**src/rtl/mul_seq_ctrl_if.sv**
```systemverilog
// rtl/mul_seq_ctrl_if.sv - request/result and multiplier-side signals of mul_seq_ctrl
interface mul_seq_ctrl_if;
    logic       start;
    logic [7:0] operand1;
    logic [7:0] operand2;
    logic [7:0] mul_a;
    logic [7:0] mul_b;
    logic [7:0] mul_result;
    logic [7:0] result;
    logic       done;
    logic       busy;

    modport master (
        output start, operand1, operand2, mul_result,
        input  mul_a, mul_b, result, done, busy
    );

    modport slave (
        input  start, operand1, operand2, mul_result,
        output mul_a, mul_b, result, done, busy
    );
endinterface

```
**src/rtl/mul_seq_ctrl.sv**
```systemverilog
// rtl/mul_seq_ctrl.sv - operand hold / settle wait / product capture for an 8-bit array multiplier
// Optional feature: MUL_SEQ_ZERO_BYPASS_EN (zero operand skips the settle wait).
module mul_seq_ctrl #(
    parameter int unsigned SETTLE_CYCLES = 2
) (
    input  logic          clk,
    input  logic          reset,
    mul_seq_ctrl_if.slave bus
);
    typedef enum logic [1:0] {
        ST_IDLE   = 2'd0,
        ST_SETTLE = 2'd1,
        ST_DONE   = 2'd2
    } state_t;

    localparam logic [3:0] CNT_INIT = 4'(SETTLE_CYCLES - 1);

    state_t     state;
    logic [3:0] cnt;
    logic [7:0] mul_a_q;
    logic [7:0] mul_b_q;
    logic [7:0] result_q;
    logic       done_q;
    logic       busy_q;
    logic       zero_hit;

`ifdef MUL_SEQ_ZERO_BYPASS_EN
    // A zero operand makes the product known immediately, so the settle wait is skipped.
    assign zero_hit = (bus.operand1 == 8'd0) || (bus.operand2 == 8'd0);
`else
    assign zero_hit = 1'b0;
`endif

    always_ff @(posedge clk) begin
        if (!reset) begin
            state    <= ST_IDLE;
            cnt      <= 4'd0;
            mul_a_q  <= 8'd0;
            mul_b_q  <= 8'd0;
            result_q <= 8'd0;
            done_q   <= 1'b0;
            busy_q   <= 1'b0;
        end else begin
            done_q <= 1'b0;
            case (state)
                ST_IDLE, ST_DONE: begin
                    if (bus.start) begin
                        mul_a_q <= bus.operand1;
                        mul_b_q <= bus.operand2;
                        if (zero_hit) begin
                            result_q <= 8'd0;
                            done_q   <= 1'b1;
                            busy_q   <= 1'b0;
                            state    <= ST_DONE;
                        end else begin
                            cnt    <= CNT_INIT;
                            busy_q <= 1'b1;
                            state  <= ST_SETTLE;
                        end
                    end else begin
                        busy_q <= 1'b0;
                        state  <= ST_IDLE;
                    end
                end
                ST_SETTLE: begin
                    // Operands stay frozen and START is ignored until the product is sampled.
                    if (cnt == 4'd0) begin
                        result_q <= bus.mul_result;
                        done_q   <= 1'b1;
                        busy_q   <= 1'b0;
                        state    <= ST_DONE;
                    end else begin
                        cnt <= cnt - 4'd1;
                    end
                end
                default: begin
                    busy_q <= 1'b0;
                    state  <= ST_IDLE;
                end
            endcase
        end
    end

    assign bus.mul_a  = mul_a_q;
    assign bus.mul_b  = mul_b_q;
    assign bus.result = result_q;
    assign bus.done   = done_q;
    assign bus.busy   = busy_q;
endmodule

```
**src/flat_wrapper.sv**
```systemverilog
// flat-port wrapper written by rule: the top's interface ports become plain ports
module mul_seq_ctrl_flat 
#(
    parameter int unsigned SETTLE_CYCLES = 2
)
  (clk, reset, bus_start, bus_operand1, bus_operand2, bus_mul_result, bus_mul_a, bus_mul_b, bus_result, bus_done, bus_busy);
  mul_seq_ctrl_if bus_i ();
  input  logic clk;
  input  logic reset;
  input wire logic [$bits(bus_i.start)-1:0] bus_start;
  input wire logic [$bits(bus_i.operand1)-1:0] bus_operand1;
  input wire logic [$bits(bus_i.operand2)-1:0] bus_operand2;
  input wire logic [$bits(bus_i.mul_result)-1:0] bus_mul_result;
  output wire logic [$bits(bus_i.mul_a)-1:0] bus_mul_a;
  output wire logic [$bits(bus_i.mul_b)-1:0] bus_mul_b;
  output wire logic [$bits(bus_i.result)-1:0] bus_result;
  output wire logic [$bits(bus_i.done)-1:0] bus_done;
  output wire logic [$bits(bus_i.busy)-1:0] bus_busy;
  assign bus_i.start = bus_start;
  assign bus_i.operand1 = bus_operand1;
  assign bus_i.operand2 = bus_operand2;
  assign bus_i.mul_result = bus_mul_result;
  assign bus_mul_a = bus_i.mul_a;
  assign bus_mul_b = bus_i.mul_b;
  assign bus_result = bus_i.result;
  assign bus_done = bus_i.done;
  assign bus_busy = bus_i.busy;
  mul_seq_ctrl #(.SETTLE_CYCLES(SETTLE_CYCLES)) u_core (.clk(clk), .reset(reset), .bus(bus_i));
endmodule
```
**config.mk**
```make
export PLATFORM = sky130hd
export DESIGN_NAME = mul_seq_ctrl_flat
export DESIGN_NICKNAME = d
export VERILOG_FILES = /design/src/rtl/mul_seq_ctrl_if.sv /design/src/rtl/mul_seq_ctrl.sv /design/src/flat_wrapper.sv
export SDC_FILE = /design/constraint.sdc
export NUM_CORES = 1
export LEC_CHECK = 0
export ABC_CLOCK_PERIOD_IN_PS = 3050
export BUFFER_PORTS_ARGS = -buffer_cell sky130_fd_sc_hd__buf_2
export CORE_ASPECT_RATIO = 0.75
export CORE_UTILIZATION = 45
export CTS_BUF_LIST = sky130_fd_sc_hd__clkbuf_4
export DETAILED_ROUTE_END_ITERATION = 10
export PLACE_DENSITY = 0.75
export SETUP_SLACK_MARGIN = 0.2
export SLEW_MARGIN = 20
export SYNTH_ARGS = -nofsm -noshare
export SYNTH_HDL_FRONTEND = slang
export SYNTH_SLANG_ARGS = --single-unit
export TNS_END_PERCENT = 30
```
**constraint.sdc**
```tcl
create_clock -name clk -period 3.05 [get_ports clk]
set_clock_uncertainty 0.2 [all_clocks]
set_input_delay 0 -clock clk [delete_from_list [all_inputs] [get_ports clk]]
set_output_delay 0 -clock clk [all_outputs]
set_load 0.02 [all_outputs]
```
# Yosys cells after proc, flatten, opt, wreduce, memory -nomap -nowiden
# Index checks and enable logic that the tools add are counted.
[totals] out_inout_bits=26 ff_bits=32 elab_cells=31
[classes] add_sub_neg=1 n_reduce_logical=8 n_mux=10 eq_ne=5
[ops] op="$mux 4" count=2
[ops] op="$pmux 4 s2" count=1
[ops] op="$reduce_and 2->1" count=3
[ops] op="$logic_not 4->1" count=1
[ops] op="$mux 1" count=4
[ops] op="$ne 2x2->1 const B" count=2
[ops] op="$pmux 2 s2" count=1
[ops] op="$sub 4x1->4 const B" count=1
[ops] op="$reduce_and 3->1" count=1
[ops] op="$eq 2x1->1 const B" count=1
[ops] op="$eq 2x2->1 const B" count=1
[ops] op="$logic_not 2->1" count=1
[ops] op="$mux 2" count=1
[ops] op="$ne 2x1->1 const B" count=1
[ops] op="$pmux 1 s2" count=1
[ops] op="$reduce_bool 2->1" count=1
[ops] op="$reduce_or 2->1" count=1

# Logic depth before layout (Yosys ltp)
# Gate-level depths: netlist of the first run.
[depth] ltp_word=4 mapped_depth=6 mapped_depth_nobuf=5

# Worst setup path after synthesis of the first run
# OpenSTA, ideal clock, no wires.
[synth_timing] kind="register to register" startpoint="register u_core.cnt[0]" endpoint="register u_core.result_q[0] (netlist: u_core.bus.result[0])" arrival_time_ns=1.147 path_stages_with_launch=7 slack_ns=1.631 setup_ns=0.072 path_buffers=1 path_cell_list="dfxtp_1 inv_1 ha_1 nand2b_4 nor3_2 buf_6 mux2i_1"
[synth_via] elab_chain_len=2
[synth_rtl] element="from (decl)" line_no="mul_seq_ctrl.sv:19" rtl="logic [3:0] cnt;"
[synth_rtl] element="from (signal assigned)" line_no="mul_seq_ctrl.sv:73" rtl="cnt <= cnt - 4'd1;"
[synth_rtl] element="$logic_not 4->1" line_no="mul_seq_ctrl.sv:67" rtl="if (cnt == 4'd0) begin"
[synth_rtl] element="$reduce_and 2->1 (no source line)"
[synth_rtl] element="to (signal assigned)" line_no="mul_seq_ctrl.sv:68" rtl="result_q <= bus.mul_result;"
[synth_rtl] element="to (decl)" line_no="mul_seq_ctrl.sv:22" rtl="logic [7:0] result_q;"
# Every way passes these cells.
# A chain may end at the register's enable or synchronous reset.

# Worst setup path in the final report of the first run
[layout_timing] startpoint="register u_core.cnt[0]" endpoint="register u_core.result_q[4] (netlist: u_core.bus.result[4])"
# Same word-level chain as after synthesis.

==> run_results.csv, run 1 <==
group,metric,value,unit
worst_setup_path,critPathTopFamily,"simple AND/OR/NAND/NOR gates",
synthesis,ys_ff_latch,32,
synthesis,synthCells,148,
worst_setup_path,critPathCaptureType,"flop",
pwr,p_clk_frac,0.278,
sta,fin_ws,1.08,ns
finish,nets,251,
synthesis,synthSimpleGateAreaFrac,0.232,
global_route,grt_pass1_vias,1189,
synthesis,synth_top_area_cell,"dfxtp_1",
drt,vias,1247,
sta,setup_viol,0,
worst_setup_path,crit_path_start,"u_core.cnt[0]$_SDFFE_PN0P_",
synthesis,synth.distinct_cells,26,
clock_network,cts.htree.levels,2,
pwr,power_frac_comb,0.197,
worst_setup_path,crit_path_max_fanout,10,
synthesis,syn-cell-area,0.00131,sq mm
drt,via_per_inst,4.81,
global_route,grt_max_degree,44,
synthesis,synthXorXnorAreaFrac,0,
placement,placed_cell_area,0.00156,sq mm
floorplanning,rows,16,
pwr,peakVddDrop,0.317,mV
synthesis,muxShareOfSynthArea,0.0762,
drt,postRouteAntennaNets,0,
clock_network,cts_tree,"done",
floorplanning,die_w,64.4,microns
placement,dp_hpwl,1.90,mm
global_route,antenna_found_initial,0,
synthesis,synth.area.top_cells,"dfxtp_1 (49%), nand2_1 (15%), mux2i_1 (7.6%), a21boi_0 (4.6%), a21boi_1 (4.6%)",
finish,fillers,211,
hold_path,hp-start,"reset",
synthesis,yosysWarnings,0,
floorplanning,die_y,48.8,microns
run_status,status,"finished, final reports clean",
hold_path,hp-class,"in2reg",
worst_setup_path,critical_path_buf_inv_count,1,
pwr,powerDensity,468,mW/mm^2
sta,hold_violations,0,
sta,min_period,1.97,ns
pwr,power,0.868,mW
job,max_cap_viol_count,0,
finish,num_antenna_cells,0,
pwr,switching_share,0.277,
drt,wl_per_cell,11.7,microns
floorplanning,die_area,0.00314,sq mm
synthesis,synth_top_family_by_area,"simple AND/OR/NAND/NOR gates",
synthesis,ys.flop_type,"dfxtp_1",
placement,pre_cts_slack,1.08,ns
worst_setup_path,arrival,2.03,ns
worst_setup_path,cp-start-kind,"flop",
finish,instances_no_fill,259,
synthesis,netlist.area_leader.share,0.488,
drt,drc,0,
placement,gp_congestion,0.774,
synthesis,synth_nets,177,
worst_setup_path,crit_type,"reg2reg",
synthesis,synth-compound-area-share,0.125,
synthesis,async_flop_share,0,
drt,first_iter_violations,41,
finish,drive_gt1_frac,0.278,
clock_network,cts_made_buffers,5,
worst_setup_path,r2r_start,"u_core.cnt[0]$_SDFFE_PN0P_",
synthesis,synth_area_per_cell,8.88,sq um
finish,postLayoutCoreUtil,0.692,
finish,syn2layout_area_growth,41.2,%
finish,fin_area,0.00186,sq mm
worst_setup_path,worstPathCellList,"inv_1 > ha_1 > nand2b_4 > nor3_2 > mux2i_1",
clock_network,cts.path.max_buffers,2,
global_route,grt_overflow_total,0,
drt,wirelength,3.04,mm
pwr,p_switching,0.241,mW
worst_setup_path,required,3.11,ns
sta,hold_ws,0.0231,ns
sta,max_freq,0.508,GHz
sta,post-route-period-util,0.645,
floorplanning,core_area,0.00268,sq mm
worst_setup_path,slowest_stage,"nor3_2",
clock_network,post_cts_resized,0,
worst_setup_path,slowest_delay,0.68,ns
sta,slew_headroom,0.440,
floorplanning,initial_core_util,0.490,
floorplanning,pin_count,53,
pwr,internal-power,0.627,mW
global_route,grt_pass1_wl,5.17,mm
pwr,p_seq_frac,0.526,
sta,rsz0062_at_grt,"no",
synthesis,yosysSeqAreaShare,0.488,
placement,place_inst,227,
drt,first_pass_iters,4,
clock_network,clock-sinks,32,
clock_network,clock_latency,0.33,ns
sta,maxSlewViolCount,0,
clock_network,cts_root_buf,"clkbuf_4",
pwr,p_leak,0.860,nW
clock_network,cts.reportedPaths.clkPinSlew,0.10,ns
global_route,track_usage,0.215,
sta,tightestPinTransition,0.836,ns
synthesis,synth_enable_flop_cells,0,
placement,io_buffers,52,
synthesis,synthAdderAreaFrac,0.0190,
sta,fin_setup_tns,0,ns
clock_network,postCtsSetupRepairBufs,0,
-- worst reg2reg max path, delay by kind of cell, from the launching register on --
family                   cells  cell delay (ns)
adder cells (fa/ha/maj)      1             0.23
multiplexers                 1             0.26
flip-flops                   1             0.34
buffers and inverters        1             0.10
AND/OR/NAND/NOR              2             0.76
-- logic make-up (layout without fill, tap and decap cells) --
family | count (synthesis) | in the layout
and+or+nand+nor | 69 | 69
adders and majority gates | 2 | 2
DFF | 32 | 32
muxes | 10 | 10
buffers and inverters | 13 | 88
AOI/OAI and AO/OA | 22 | 22
-- area by class of cell --
type	instances	area [sq um]	area share
clock buffer	7	52.6	0.0283
tap	36	45.0	0.0243
multi-input combinational	103	594	0.320
timing repair buffer	77	508	0.274
inverter	3	11.3	0.00607
sequential	32	641	0.345
clock inverter	1	3.75	0.00202
-- final timing paths --
path | to | slack [ns] | depth (start not counted)
setup reg to reg | u_core.bus.result[4]$_SDFFE_PN0P_ | 1.08 | 5
hold / removal | u_core.state[0]$_SDFFE_PN0P_ | 0.02 | 2
hold reg to reg | u_core.bus.mul_a[7]$_SDFFE_PN0P_ | 0.26 | 2
setup / recovery | u_core.bus.result[4]$_SDFFE_PN0P_ | 1.08 | 5
-- state kept, by name, indices dropped and copies added, names as in the netlist --
register           count
u_core.bus.busy        1
u_core.bus.mul_a       8
u_core.bus.result      8
u_core.state           2
u_core.bus.mul_b       8
u_core.cnt             4
u_core.bus.done        1
-- Yosys cell counts, drive strengths merged (2+ instances only) --
| library cell | number |
|---|---|
| o21a | 2 |
| inv | 3 |
| a21boi | 16 |
| nand2b | 4 |
| clkbuf | 2 |
| buf | 8 |
| mux2i | 10 |
| and2 | 2 |
| nand3 | 3 |
| nor2 | 2 |
| nand2 | 53 |
| dfxtp | 32 |
| ha | 2 |
-- power groups by stage --
stage	Combinational (mW)	Sequential, mW	Clock [mW]
6_report	0.171	0.456	0.241
5_1_grt	0.188	0.460	0.268
4_1_cts	0.170	0.456	0.246
3_5_place_dp	0.146	0.466	0
3_3_place_gp	0.142	0.464	0
2_1_floorplan	0.0787	0.490	0
-- routing by layer --
metal | track usage | up-vias | part of all wire
li1 | - | 625 | -
met1 | 0.220 | 585 | 0.40
met2 | 0.391 | 31 | 0.53
met3 | 0.0841 | 6 | 0.056
met4 | 0.0815 | 0 | 0.013
met5 | 0 | - | 0
-- cells in the final DEF (no fill, tap or decap), drive strengths merged, types with 3 or more instances in the layout --
master       netlist  layout
a21boi            16      16
buf                8      53
clkbuf             2       7
dfxtp             32      32
dlygate4sd3        0      24
inv                3       3
mux2i             10      10
nand2             53      53
nand2b             4       4
nand3              3       3
-- what timing repair did --
action / in CTS / in global routing
endpoints found under the setup margin: 0 / 0
endpoints found under the hold margin: 24 / 0
hold buffers: 24 / 0
Note: power is estimated with default switching activity, not from simulation.
==> run 2: changes to the inputs <==
--- a/config.mk
+++ b/config.mk
@@ -5,7 +5,7 @@
 export SDC_FILE = /design/constraint.sdc
 export NUM_CORES = 1
 export LEC_CHECK = 0
-export ABC_CLOCK_PERIOD_IN_PS = 3050
+export ABC_CLOCK_PERIOD_IN_PS = 1900
 export BUFFER_PORTS_ARGS = -buffer_cell sky130_fd_sc_hd__buf_2
 export CORE_ASPECT_RATIO = 0.75
 export CORE_UTILIZATION = 45
==> constraint.sdc (replaced) <==
create_clock -name clk -period 1.9 [get_ports clk]
set_clock_uncertainty 0.2 [all_clocks]
set_input_delay 0 -clock clk [delete_from_list [all_inputs] [get_ports clk]]
set_output_delay 0 -clock clk [all_outputs]
set_load 0.02 [all_outputs]
==> run_results.csv, run 2 (synthesized netlist as in run 1, its figures left out) <==
group,metric,value,unit
drt,top_layer,"met4",
worst_setup_path,crit_path_max_fanout,5,
clock_network,cts.path.max_buffers,2,
drt,wl_per_cell,14.1,microns
worst_setup_path,required,1.97,ns
floorplanning,die_y,48.8,microns
clock_network,cts_made_buffers,5,
sta,fin_setup_tns,0,ns
finish,regArea,641,sq um
drt,wl_met1,1.52,mm
drt,postRouteAntennaNets,0,
placement,placed_cell_area,0.00157,sq mm
worst_setup_path,slowest_delay,0.36,ns
global_route,grt_max_degree,23,
placement,io_buffers,52,
clock_network,cts_tree,"done",
floorplanning,initial_core_util,0.490,
sta,rsz0062_at_grt,"no",
worst_setup_path,slowest_stage,"dfxtp_1",
clock_network,cts_root_buf,"clkbuf_4",
worst_setup_path,cp-start-kind,"flop",
global_route,track_usage,0.263,
clock_network,clock_latency,0.34,ns
sta,setup_viol,0,
finish,syn2layout_area_growth,47.7,%
drt,first_iter_violations,63,
clock_network,cts.htree.levels,2,
drt,drc,0,
pwr,power,1.44,mW
floorplanning,die_area,0.00314,sq mm
worst_setup_path,worstPathCellList,"inv_1 > ha_2 > nand2b_4 > nor3_4 > buf_6 > mux2i_1",
worst_setup_path,arrival,1.68,ns
finish,fin_area,0.00194,sq mm
floorplanning,pin_count,53,
pwr,powerDensity,741,mW/mm^2
worst_setup_path,crit_type,"reg2reg",
placement,dp_hpwl,1.86,mm
global_route,grt_overflow_total,0,
drt,via_per_inst,4.96,
sta,slew_headroom,0.500,
placement,gp_congestion,0.807,
finish,drive_gt1_frac,0.286,
drt,wl_met2,2.00,mm
finish,multiInputGateArea,603,sq um
pwr,p_leak,0.892,nW
global_route,grt_pass1_vias,1282,
worst_setup_path,critPathCaptureType,"flop",
drt,first_pass_iters,4,
drt,wl_met3,160,microns
drt,vias,1325,
sta,max_freq,0.624,GHz
floorplanning,core_area,0.00268,sq mm
finish,fillers,195,
finish,num_antenna_cells,0,
finish,nets,259,
clock_network,postCtsSetupRepairBufs,0,
clock_network,clock-sinks,32,
global_route,grt_pass1_wl,6.15,mm
drt,wirelength,3.76,mm
sta,maxSlewViolCount,0,
job,max_cap_viol_count,0,
run_status,status,"finished, final reports clean",
global_route,antenna_found_initial,0,
hold_path,hp-class,"in2reg",
pwr,peakVddDrop,0.529,mV
floorplanning,die_w,64.4,microns
floorplanning,rows,16,
clock_network,cts.reportedPaths.clkPinSlew,0.11,ns
sta,post-route-period-util,0.843,
sta,tightestPinTransition,0.748,ns
sta,hold_violations,0,
sta,min_period,1.60,ns
finish,final_common_cell,"nand2_1",
finish,final_cell_mix,"nand2_1 (53), buf_2 (52), dfxtp_1 (32)",
-- run 2: path summary, 6_finish.rpt --
kind	to	startpoint	cells past startpoint	slack (ns)
min	u_core.bus.result[1]$_SDFFE_PN0P_	bus_mul_result[1]	4	0.25
max	u_core.bus.result[3]$_SDFFE_PN0P_	u_core.cnt[0]$_SDFFE_PN0P_	6	0.30
max reg2reg	u_core.bus.result[3]$_SDFFE_PN0P_	u_core.cnt[0]$_SDFFE_PN0P_	6	0.30
min reg2reg	u_core.bus.mul_a[7]$_SDFFE_PN0P_	u_core.bus.mul_a[7]$_SDFFE_PN0P_	2	0.26
-- run 2: final cells by class --
cell class | count | share of cell area
sequential | 32 | 0.330
multi-input combinational | 103 | 0.311
timing repair buffer | 85 | 0.301
clock buffer | 7 | 0.0271
tap | 36 | 0.0232
inverter | 3 | 0.00580
clock inverter | 1 | 0.00193
-- run 2: through the flow --
stage | hold slack [ns] | setup slack, ns | instances | util
final | 0.248 | 0.298 | 267 | 0.723
after global routing | 0.234 | 0.207 | 267 | 0.723
after floorplan | -0.0651 | 0.481 | 148 | -
after detailed placement | 0.0467 | 0.318 | 229 | 0.587
after CTS | 0.235 | 0.292 | 266 | 0.716
after global placement | 0.0393 | 0.427 | 229 | 0.587
-- run 2: layer usage --
metal  track usage  vias to the layer above
met5             0                        -
met4        0.0815                        0
met3         0.105                       10
met2         0.456                       40
met1         0.295                      630
li1              -                      645
-- run 2: where the power goes --
| part | internal [mW] | switching [mW] | leakage, nW |
|---|---|---|---|
| Combinational | 0.142 | 0.164 | 0.596 |
| Sequential | 0.711 | 0.0232 | 0.262 |
| Clock | 0.171 | 0.227 | 0.0338 |
| Total | 1.02 | 0.414 | 0.892 |
-- run 2: critical path, delay by kind of cell, from the launching register on --
family | cells | cell delay (ns)
simple gates | 2 | 0.28
mux | 1 | 0.19
buf+inv | 2 | 0.27
fa+ha+maj | 1 | 0.22
flops | 1 | 0.36
-- run 2: what timing repair did --
item / 4_1_cts / 5_1_grt
endpoints found under the hold margin: 27 / 0
endpoints found under the setup margin: 0 / 8
hold buffers: 29 / 0
resized for setup: 0 / 4
==> run 3: changes to the inputs <==
--- a/config.mk
+++ b/config.mk
@@ -5,13 +5,14 @@
 export SDC_FILE = /design/constraint.sdc
 export NUM_CORES = 1
 export LEC_CHECK = 0
-export ABC_CLOCK_PERIOD_IN_PS = 1900
+export ABC_AREA = 1
+export ABC_CLOCK_PERIOD_IN_PS = 1700
 export BUFFER_PORTS_ARGS = -buffer_cell sky130_fd_sc_hd__buf_2
 export CORE_ASPECT_RATIO = 0.75
 export CORE_UTILIZATION = 45
 export CTS_BUF_LIST = sky130_fd_sc_hd__clkbuf_4
 export DETAILED_ROUTE_END_ITERATION = 10
-export PLACE_DENSITY = 0.75
+export PLACE_DENSITY = 0.77
 export SETUP_SLACK_MARGIN = 0.2
 export SLEW_MARGIN = 20
 export SYNTH_ARGS = -nofsm -noshare
==> constraint.sdc (replaced) <==
create_clock -name clk -period 1.7 [get_ports clk]
set_clock_uncertainty 0.2 [all_clocks]
set_input_delay 0 -clock clk [delete_from_list [all_inputs] [get_ports clk]]
set_output_delay 0 -clock clk [all_outputs]
set_load 0.02 [all_outputs]
==> run_results.csv, run 3 <==
group,metric,value,unit
worst_setup_path,slowest_stage,"dfxtp_1",
global_route,grt_overflow_total,0,
placement,dp_hpwl,1.93,mm
global_route,gr-usage-met2,0.450,
sta,min_period,1.43,ns
sta,slew_headroom,0.738,
run_status,status,"finished, final reports clean",
synthesis,synth.area.top_cells,"dfxtp_1 (54%), nor2_1 (18%), o21ai_0 (11%), nand2_4 (2.9%), ha_1 (2.1%)",
synthesis,async_flop_share,0,
sta,hold_ws,0.235,ns
worst_setup_path,required,1.75,ns
finish,num_antenna_cells,0,
sta,tightestPinTransition,0.393,ns
worst_setup_path,r2r_start,"u_core.cnt[1]$_SDFFE_PN0P_",
synthesis,muxShareOfSynthArea,0,
global_route,track_usage,0.248,
clock_network,cts.path.max_buffers,2,
synthesis,synth_common_cells,"nor2_1 (55), dfxtp_1 (32), o21ai_0 (26), inv_1 (4), inv_2 (4)",
worst_setup_path,arrival,1.49,ns
synthesis,post-synth-top-count-cell,"nor2_1",
synthesis,synthCells,145,
placement,io_buffers,52,
finish,drive_gt1_frac,0.314,
worst_setup_path,cp-start-kind,"flop",
clock_network,clock-sinks,32,
finish,syn2layout_area_growth,50.6,%
drt,first_pass_iters,4,
clock_network,cts_made_buffers,5,
floorplanning,pin_count,53,
clock_network,cts.htree.levels,2,
worst_setup_path,critPathCaptureType,"flop",
sta,hold_violations,0,
synthesis,ys.flop_type,"dfxtp_1",
finish,final_cell_mix,"nor2_1 (55), buf_2 (52), dfxtp_1 (32)",
global_route,use_met1,0.268,
synthesis,netlist.area_leader.share,0.544,
drt,drc,0,
pwr,peakVddDrop,0.652,mV
pwr,powerDensity,928,mW/mm^2
synthesis,synth_top_family_by_area,"simple AND/OR/NAND/NOR gates",
hold_path,hp-class,"in2reg",
worst_setup_path,critPathTopFamily,"flip-flops",
synthesis,synth_area_per_cell,8.13,sq um
synthesis,yosysSeqAreaShare,0.544,
clock_network,cts.reportedPaths.clkPinSlew,0.08,ns
placement,placed_cell_area,0.00147,sq mm
pwr,p_leak,0.877,nW
sta,max_freq,0.698,GHz
synthesis,synthSimpleGateAreaFrac,0.265,
worst_setup_path,critical_path_buf_inv_count,2,
floorplanning,initial_core_util,0.494,
drt,via_per_inst,4.79,
drt,vias,1246,
synthesis,synth_enable_flop_cells,0,
global_route,grt_pass1_vias,1148,
drt,first_iter_violations,37,
sta,post-route-period-util,0.843,
floorplanning,die_y,46.3,microns
placement,gp_congestion,0.763,
finish,nets,255,
hold_path,hp-start,"bus_mul_result[1]",
synthesis,ys_ff_latch,32,
hold_path,holdPathStages,4,
floorplanning,die_w,61.1,microns
global_route,grt.busiest_layer,"met2",
sta,setup_viol,0,
synthesis,synth_top_area_cell,"dfxtp_1",
finish,postLayoutCoreUtil,0.745,
worst_setup_path,r2r_end,"u_core.cnt[0]$_SDFFE_PN0P_",
worst_setup_path,worstPathCellList,"inv_1 > ha_2 > nand2_4 > nand2_4 > nand2_2 > inv_1 > a21oi_1",
synthesis,synthAdderAreaFrac,0.0212,
hold_path,whs_endpoint,"u_core.bus.result[1]$_SDFFE_PN0P_",
drt,postRouteAntennaNets,0,
worst_setup_path,crit_type,"reg2reg",
worst_setup_path,slowest_delay,0.37,ns
floorplanning,die_area,0.00283,sq mm
floorplanning,rows,15,
synthesis,synth-compound-area-share,0.131,
synthesis,synth_nets,174,
drt,wl_per_cell,12.1,microns
global_route,antenna_found_initial,0,
finish,fin_area,0.00178,sq mm
worst_setup_path,rr_worst_depth,7,
clock_network,cts_root_buf,"clkbuf_4",
finish,fillers,193,
synthesis,syn-cell-area,0.00118,sq mm
synthesis,synthXorXnorAreaFrac,0,
global_route,grt_max_degree,28,
global_route,grt_pass1_wl,4.85,mm
finish,final_common_cell,"nor2_1",
sta,maxSlewViolCount,0,
sta,fin_setup_tns,0,ns
job,max_cap_viol_count,0,
synthesis,yosysWarnings,0,
clock_network,clock_latency,0.33,ns
global_route,grtUsageMet3,0.0787,
synthesis,synth.distinct_cells,18,
worst_setup_path,crit_path_max_fanout,5,
sta,rsz0062_at_grt,"yes",
floorplanning,core_area,0.00238,sq mm
clock_network,cts_tree,"done",
drt,wirelength,3.13,mm
worst_setup_path,rrSetupSlack,0.27,ns
[run 3: cell count changes after synthesis, moves of 4 or more]
cell	delta
nand2_1	-51
mux2i_1	-10
nor2_1	+53
a21boi_0	-8
o21ai_0	+25
a21boi_1	-8
inv_2	+4
[run 3: cell families after synthesis]
kind of cell / after synthesis
flops: 32
compound gates: 30
fa+ha+maj: 2
buf+inv: 12
simple gates: 69
[run 3: worst max-delay path by stage]
stage | start | end | slack [ns] | depth (start not counted)
global placement | u_core.cnt[0]$_SDFFE_PN0P_ | u_core.bus.result[2]$_SDFFE_PN0P_ | 0.32 | 7
floorplan | u_core.cnt[0]$_SDFFE_PN0P_ | u_core.cnt[1]$_SDFFE_PN0P_ | 0.36 | 6
global route | u_core.cnt[1]$_SDFFE_PN0P_ | u_core.bus.result[2]$_SDFFE_PN0P_ | 0.19 | 7
detailed placement | u_core.cnt[0]$_SDFFE_PN0P_ | u_core.bus.result[0]$_SDFFE_PN0P_ | 0.24 | 7
CTS | u_core.cnt[0]$_SDFFE_PN0P_ | u_core.bus.result[0]$_SDFFE_PN0P_ | 0.22 | 7
finish | u_core.cnt[1]$_SDFFE_PN0P_ | u_core.cnt[0]$_SDFFE_PN0P_ | 0.27 | 7
[run 3: routing by layer]
| metal | up-vias | share of wire |
|---|---|---|
| li1 | 625 | - |
| met1 | 576 | 0.41 |
| met2 | 36 | 0.52 |
| met3 | 9 | 0.049 |
| met4 | 0 | 0.019 |
| met5 | - | 0 |
[run 3: what timing repair did]
action,in CTS,in global routing
hold buffers,26,0
endpoints found under the setup margin,0,15
gates resized for setup,0,3
endpoints found under the hold margin,27,0
setup buffers,0,0
[run 3: worst reg2reg max path, stage by stage, from the launching register on]
cell and delay, ns:
dfxtp_1 0.37, inv_1 0.08, ha_2 0.19, nand2_4 0.11
nand2_4 0.07, nand2_2 0.11, inv_1 0.09, a21oi_1 0.14
[run 3: power by group]
part | switching, mW | internal [mW] | total (mW) | leakage, nW
sequential | 0.0356 | 0.819 | 0.854 | 0.264
clock | 0.236 | 0.144 | 0.380 | 0.0261
combinational | 0.249 | 0.164 | 0.413 | 0.587
[run 3: per-stage QoR]
stage	setup WS [ns]	std cells	power (mW)
2_1_floorplan	0.363	145	1.11
3_3_place_gp	0.317	227	1.21
3_5_place_dp	0.239	227	1.23
4_1_cts	0.216	260	1.64
5_1_grt	0.192	260	1.75
6_report	0.267	260	1.65
[run 3: layout make-up]
| cell class | count | area [sq um] | share of cell area |
|---|---|---|---|
| multi-input cells | 101 | 494 | 0.278 |
| well taps | 34 | 42.5 | 0.0240 |
| inverters | 8 | 32.5 | 0.0183 |
| repair buffers | 78 | 520 | 0.293 |
| clock buffers | 5 | 37.5 | 0.0211 |
| clock inverters | 2 | 7.51 | 0.00423 |
| flip-flops and latches | 32 | 641 | 0.361 |
